==> src/rtl/mult_cdb_buffer_if.sv <==
// Handshake bundle between issue stage, multiplier, CDB arbiter and the multiply result buffer.
// The slave modport is the buffer itself; the master modport is its environment.
interface mult_cdb_buffer_if #(
  parameter int unsigned DEPTH = 4,
  parameter int unsigned TAG_W = 5,
  parameter int unsigned XLEN  = 32
);
  localparam int unsigned CntW = $clog2(DEPTH) + 1;

  logic             issue_start;
  logic             issue_ok;
  logic             mult_done;
  logic [TAG_W-1:0] mult_rob_tag;
  logic [XLEN-1:0]  mult_result;
  logic             cdb_req;
  logic             cdb_grant;
  logic [TAG_W-1:0] cdb_rob_tag;
  logic [XLEN-1:0]  cdb_result;
  logic             flush;
  logic [CntW-1:0]  occupancy;

  modport master (
    output issue_start, mult_done, mult_rob_tag, mult_result, cdb_grant, flush,
    input  issue_ok, cdb_req, cdb_rob_tag, cdb_result, occupancy
  );

  modport slave (
    input  issue_start, mult_done, mult_rob_tag, mult_result, cdb_grant, flush,
    output issue_ok, cdb_req, cdb_rob_tag, cdb_result, occupancy
  );
endinterface

==> src/rtl/mult_cdb_buffer.sv <==
// Credit-controlled result buffer between the multiplier and the common data bus.
// Define MULT_BUF_BYPASS_EN to forward a result straight to the CDB when the buffer is empty.
module mult_cdb_buffer #(
  parameter int unsigned DEPTH = 4,
  parameter int unsigned TAG_W = 5,
  parameter int unsigned XLEN  = 32
) (
  input logic              clk,
  input logic              reset,
  mult_cdb_buffer_if.slave bus
);
  localparam int unsigned PtrW = $clog2(DEPTH);
  localparam int unsigned CntW = PtrW + 1;
  localparam int unsigned SumW = CntW + 2;

  logic [TAG_W-1:0] tag_mem_q [DEPTH];
  logic [TAG_W-1:0] tag_mem_d [DEPTH];
  logic [XLEN-1:0]  res_mem_q [DEPTH];
  logic [XLEN-1:0]  res_mem_d [DEPTH];
  logic [PtrW-1:0]  head_q, head_d, tail_q, tail_d;
  logic [CntW-1:0]  occ_q, occ_d, inflight_q, inflight_d, discard_q, discard_d;

  logic discarding, accept, buf_req, bypass, push, pop;
  logic [SumW-1:0] credit_sum;

  always_comb begin
    discarding = (discard_q != '0);
    accept     = bus.mult_done && !discarding;
    buf_req    = (occ_q != '0);
`ifdef MULT_BUF_BYPASS_EN
    bypass     = reset && accept && !buf_req && !bus.flush;
`else
    bypass     = 1'b0;
`endif
    // A granted bypass result has already been broadcast, so it never enters the buffer.
    push       = accept && !bus.flush && !(bypass && bus.cdb_grant);
    pop        = buf_req && bus.cdb_grant && !bus.flush;
    credit_sum = SumW'(discard_q) + SumW'(inflight_q) + SumW'(occ_q);
  end

  always_comb begin
    tag_mem_d  = tag_mem_q;
    res_mem_d  = res_mem_q;
    head_d     = head_q;
    tail_d     = tail_q;
    occ_d      = occ_q;
    inflight_d = inflight_q;
    discard_d  = discard_q;
    if (bus.flush) begin
      // Everything still inside the multiplier must be dropped when it emerges.
      discard_d  = discard_q + inflight_q - CntW'(bus.mult_done);
      inflight_d = '0;
      occ_d      = '0;
      head_d     = tail_q;
    end else begin
      if (push) begin
        tag_mem_d[tail_q] = bus.mult_rob_tag;
        res_mem_d[tail_q] = bus.mult_result;
        tail_d            = tail_q + 1'b1;
      end
      if (pop) begin
        head_d = head_q + 1'b1;
      end
      occ_d      = occ_q + CntW'(push) - CntW'(pop);
      inflight_d = inflight_q + CntW'(bus.issue_start) - CntW'(accept);
      discard_d  = discard_q - CntW'(bus.mult_done && discarding);
    end
  end

  always_ff @(posedge clk or negedge reset) begin
    if (!reset) begin
      for (int i = 0; i < int'(DEPTH); i++) begin
        tag_mem_q[i] <= '0;
        res_mem_q[i] <= '0;
      end
      head_q     <= '0;
      tail_q     <= '0;
      occ_q      <= '0;
      inflight_q <= '0;
      discard_q  <= '0;
    end else begin
      tag_mem_q  <= tag_mem_d;
      res_mem_q  <= res_mem_d;
      head_q     <= head_d;
      tail_q     <= tail_d;
      occ_q      <= occ_d;
      inflight_q <= inflight_d;
      discard_q  <= discard_d;
    end
  end

  // Credit is computed from registered state only; reset gating holds it low while in reset.
  assign bus.issue_ok    = reset && (credit_sum < SumW'(DEPTH));
  assign bus.cdb_req     = buf_req || bypass;
  assign bus.cdb_rob_tag = bypass ? bus.mult_rob_tag : tag_mem_q[head_q];
  assign bus.cdb_result  = bypass ? bus.mult_result : res_mem_q[head_q];
  assign bus.occupancy   = occ_q;
endmodule

==> src/flat_wrapper.sv <==
// flat-port wrapper written by rule: the top's interface ports become plain ports
module mult_cdb_buffer_flat 
#(
  parameter int unsigned DEPTH = 4,
  parameter int unsigned TAG_W = 5,
  parameter int unsigned XLEN  = 32
)
  (clk, reset, bus_issue_start, bus_mult_done, bus_mult_rob_tag, bus_mult_result, bus_cdb_grant, bus_flush, bus_issue_ok, bus_cdb_req, bus_cdb_rob_tag, bus_cdb_result, bus_occupancy);
  mult_cdb_buffer_if #(.DEPTH(DEPTH), .TAG_W(TAG_W), .XLEN(XLEN)) bus_i ();
  input logic clk;
  input logic reset;
  input wire logic [$bits(bus_i.issue_start)-1:0] bus_issue_start;
  input wire logic [$bits(bus_i.mult_done)-1:0] bus_mult_done;
  input wire logic [$bits(bus_i.mult_rob_tag)-1:0] bus_mult_rob_tag;
  input wire logic [$bits(bus_i.mult_result)-1:0] bus_mult_result;
  input wire logic [$bits(bus_i.cdb_grant)-1:0] bus_cdb_grant;
  input wire logic [$bits(bus_i.flush)-1:0] bus_flush;
  output wire logic [$bits(bus_i.issue_ok)-1:0] bus_issue_ok;
  output wire logic [$bits(bus_i.cdb_req)-1:0] bus_cdb_req;
  output wire logic [$bits(bus_i.cdb_rob_tag)-1:0] bus_cdb_rob_tag;
  output wire logic [$bits(bus_i.cdb_result)-1:0] bus_cdb_result;
  output wire logic [$bits(bus_i.occupancy)-1:0] bus_occupancy;
  assign bus_i.issue_start = bus_issue_start;
  assign bus_i.mult_done = bus_mult_done;
  assign bus_i.mult_rob_tag = bus_mult_rob_tag;
  assign bus_i.mult_result = bus_mult_result;
  assign bus_i.cdb_grant = bus_cdb_grant;
  assign bus_i.flush = bus_flush;
  assign bus_issue_ok = bus_i.issue_ok;
  assign bus_cdb_req = bus_i.cdb_req;
  assign bus_cdb_rob_tag = bus_i.cdb_rob_tag;
  assign bus_cdb_result = bus_i.cdb_result;
  assign bus_occupancy = bus_i.occupancy;
  mult_cdb_buffer #(.DEPTH(DEPTH), .TAG_W(TAG_W), .XLEN(XLEN)) u_core (.clk(clk), .reset(reset), .bus(bus_i));
endmodule
==> config.mk <==
export PLATFORM = sky130hd
export DESIGN_NAME = mult_cdb_buffer_flat
export DESIGN_NICKNAME = d
export VERILOG_FILES = /design/src/rtl/mult_cdb_buffer_if.sv /design/src/rtl/mult_cdb_buffer.sv /design/src/flat_wrapper.sv
export SDC_FILE = /design/constraint.sdc
export NUM_CORES = 1
export LEC_CHECK = 0
export ABC_AREA = 1
export CORE_MARGIN = 2
export CORE_UTILIZATION = 34
export DETAILED_ROUTE_END_ITERATION = 8
export HOLD_SLACK_MARGIN = 0.06
export PLACE_DENSITY = 0.52
export REMOVE_ABC_BUFFERS = 1
export SETUP_SLACK_MARGIN = 0.3
export SLEW_MARGIN = 0
export SYNTH_ARGS = -nofsm -noshare
export SYNTH_HDL_FRONTEND = slang
export SYNTH_SLANG_ARGS = --single-unit
==> constraint.sdc <==
create_clock -name clk -period 4.1 [get_ports clk]
set_clock_uncertainty 0.05 [all_clocks]
set_input_delay 0.615 -clock clk [delete_from_list [all_inputs] [get_ports clk]]
set_output_delay 0.615 -clock clk [all_outputs]
set_load 0.05 [all_outputs]
==> load_flow_metrics.sql <==
INSERT INTO impl_metrics (metric_group, metric, value, unit) VALUES
('floorplan', 'standard_cell_row_count', '59', ''),
('sta', 'fin_crit_sh', '89.0', '%'),
('finish', 'layout.area.seq', '4030', 'um2'),
('cts', 'cts_tree', 'done', ''),
('sta', 'finalSetupViolCount', '0', ''),
('grt', 'globalRouteTotalUtil', '19.0', '%'),
('sta', 'final.min_clock_period', '3650', 'ps'),
('logic_synthesis', 'yosys.cell_types.count', '25', ''),
('logic_synthesis', 'synthesized_area_per_cell', '7.99', 'um2'),
('cts', 'clk_pin_slew', '70', 'ps'),
('sta', 'hold_viol_final', '0', ''),
('hold_path', 'hold_class', 'reg2reg', ''),
('logic_synthesis', 'synthCells', '1131', ''),
('power', 'power_density', '911', 'nW/um2'),
('grt', 'antenna_violations_before_repair', '0', ''),
('place', 'globalplace.congestion', '0.710', ''),
('worst_setup_path', 'timing.critical_path.fanout_max', '4', ''),
('cts', 'cts.sink_count', '161', ''),
('sta', 'least_margin_pin_slew', '1000', 'ps'),
('worst_setup_path', 'timing.critical_path.arrival', '2980', 'ps'),
('logic_synthesis', 'synth_seq_cells', '161', ''),
('floorplan', 'core', '26100', 'um2'),
('worst_setup_path', 'worstPathRequired', '3430', 'ps'),
('cts', 'cts_setup_buffers', '0', ''),
('logic_synthesis', 'synth_seq_area_share', '44.6', '%'),
('place', 'detailed_place_hpwl', '13400', 'um'),
('cts', 'htree_levels', '4', ''),
('worst_setup_path', 'crit_path_start_kind', 'flop', ''),
('drt', 'number_of_detailed_routing_iterations_run_before_antenna_repair', '5', ''),
('cts', 'max-clock-path-buffers', '2', ''),
('floorplan', 'initial_utilization', '34.7', '%'),
('grt', 'first_global_vias', '7580', ''),
('place', 'buffer_ports.inserted', '84', ''),
('floorplan', 'fp.dieArea', '27900', 'um2'),
('drt', 'initialDrtViolationCount', '483', ''),
('worst_setup_path', 'critPathCaptureType', 'output pin', ''),
('cts', 'postCtsHoldBufs', '1', ''),
('cts', 'worst_skew_pair.late_latency', '420', 'ps'),
('grt', 'grt_pass1_wl', '42200', 'um'),
('drt', 'drc', '0', ''),
('finish', 'finalInstanceArea', '10500', 'um2'),
('place', 'placement.cell_area', '9940', 'um2'),
('sta', 'timing_max_transition_violations_final', '0', ''),
('sta', 'grt_setup_unrepaired', 'false', ''),
('sta', 'timing.fmax', '0.274', 'GHz'),
('power', 'vdd_drop_max', '0.408', 'mV'),
('finish', 'final_nets', '1231', ''),
('worst_setup_path', 'critical_path.startpoint', 'u_core.discard_q[0]', ''),
('sta', 'timing.setup.tns', '0', 'ps'),
('floorplan', 'io-pin-count', '85', ''),
('finish', 'areaGrowthSynthToFinish', '16.2', '%'),
('drt', 'route.final.wire_length', '25800', 'um'),
('worst_setup_path', 'regToRegStartpoint', 'u_core.bus.occupancy[1]', ''),
('grt', 'grt_start_max_net_pins', '151', ''),
('cts', 'clock_tree_root_driver_cell', 'clkbuf_16', ''),
('worst_setup_path', 'crit_type', 'reg2out', ''),
('hold_path', 'hold_start', 'u_core.res_mem_q[79]', ''),
('finish', 'fillerInstances', '2695', ''),
('drt', 'route.detailed.wl_per_inst', '17.1', 'um'),
('floorplan', 'die_w', '167', 'um'),
('job', 'timing.max_cap.violations', '0', ''),
('finish', 'post-route-util', '40.3', '%'),
('power', 'p_leak', '4.93', 'nW'),
('cts', 'cts_buffer_count', '17', ''),
('floorplan', 'chipHeight', '167', 'um'),
('sta', 'slew_headroom', '33.0', '%'),
('finish', 'post_route_cells_drive_above_1_share', '8.31', '%'),
('grt', 'globalRouteOverflowTotal', '0', ''),
('logic_synthesis', 'netlist_area', '9040', 'um2'),
('drt', 'via_count', '7425', ''),
('finish', 'n_antenna_cell', '0', ''),
('logic_synthesis', 'yosysWarningCount', '0', ''),
('finish', 'multiInputGateArea', '3910', 'um2'),
('status', 'outcome', 'finished, final reports clean', ''),
('drt', 'detail_route.vias_per_cell', '4.90', ''),
('sta', 'hold-worst-slack', '538', 'ps'),
('cts', 'cts_resized', '0', ''),
('drt', 'final_antenna_net_count', '0', '');
-- state kept, by name, indices dropped and copies added (netlist names) --
name and count:
u_core.bus.occupancy 3, u_core.res_mem_q 128, u_core.inflight_q 3, u_core.tail_q 2
u_core.head_q 2, u_core.tag_mem_q 20, u_core.discard_q 3
-- cell type report --
class                           instances  area share, %
Clock buffer                           21           4.48
Clock inverter                         11          0.775
Inverter                              176           6.29
Multi-Input combinational cell        709           37.2
Sequential cell                       161           38.4
Tap cell                              335           3.99
Timing Repair Buffer                  101           8.85
-- synth_stat cells --
cell type  number  area share, %
nor2_4          1           0.12
fa_1            4           0.89
nor2_2          1          0.069
xor2_1          6           0.58
xnor2_1         1          0.097
mux2i_1         1           0.11
o22ai_1        37            2.6
clkbuf_1       42            1.7
nand3_1       153            8.5
nor2_1         83            3.4
dfrtp_1       161             45
buf_6          11            1.4
inv_1         171            7.1
o21bai_1      148             12
ha_1           18            2.5
buf_1          12           0.50
buf_2           8           0.44
nand4_2         1           0.14
nand3b_1        1          0.083
a21boi_0        1          0.083
inv_2           5           0.21
o21ai_0        79            4.4
nand2_1       173            7.2
nor3_1          1          0.055
buf_4          12            1.0
-- cell usage in the layout (no fill, tap or decap), drive strengths merged, types with 37 or more instances in the layout --
cell type / count
clkdlybuf4s50: 46
inv: 177
o21bai: 148
o21ai: 79
buf: 54
nand2: 173
o22ai: 37
nor2: 85
dfrtp: 161
nand3: 153
-- worst paths after layout --
| path | end | slack (ps) | cells after the start |
|---|---|---|---|
| max in group asynchronous | u_core.head_q[0] | 2040 | 3 |
| hold reg to reg | u_core.res_mem_q[79] | 540 | 3 |
| hold / removal | u_core.res_mem_q[79] | 540 | 3 |
| setup reg to reg | u_core.bus.occupancy[2] | 2020 | 11 |
| min in group asynchronous | u_core.res_mem_q[126] | 600 | 2 |
| setup / recovery | bus_issue_ok | 450 | 8 |
-- power breakdown --
group          switching (W)  internal (W)  leakage (nW)
Clock               0.000676      0.000824         0.254
Sequential          0.000422       0.00234          1.73
Combinational        0.00365       0.00166          2.94
Total                0.00474       0.00482          4.93
-- worst max-delay path: stages (launching register included) --
cell             delay [ps]
dfrtp_1                 420
ha_1                    250
fa_1                    380
xor2_1                  160
ha_1                    270
nor3_1                  140
nand2_1                  70
nor2_1                   80
clkdlybuf4s50_1         800
-- per-stage QoR --
| step | setup slack, ps | cells | total power (W) |
|---|---|---|---|
| floorplan | 331 | 1046 | 0.00630 |
| detailed placement | 870 | 1481 | 0.00813 |
| finish | 450 | 1514 | 0.00957 |
| CTS | 410 | 1514 | 0.00966 |
| global route | 313 | 1514 | 0.0103 |
| global placement | 867 | 1481 | 0.00810 |
-- cell families (layout without fill, tap and decap cells) --
group	after synthesis	after routing	share of synthesized area, %
compound gates	265	265	19.3
xor+xnor	7	7	0.678
fa+ha+maj	22	22	3.38
buf+inv	261	309	12.4
flops	161	161	44.6
mux	1	1	0.111
simple gates	414	414	19.6
-- per-layer routing --
metal  vias to the layer above  wire length, um  GRT usage, %
met5                         -                0             0
met4                         0              325          4.87
met3                        25             1040          2.31
met2                       151            12100          30.2
met1                      3545            12400          27.5
li1                       3704                -             -
(Power assumes the default switching activity.)
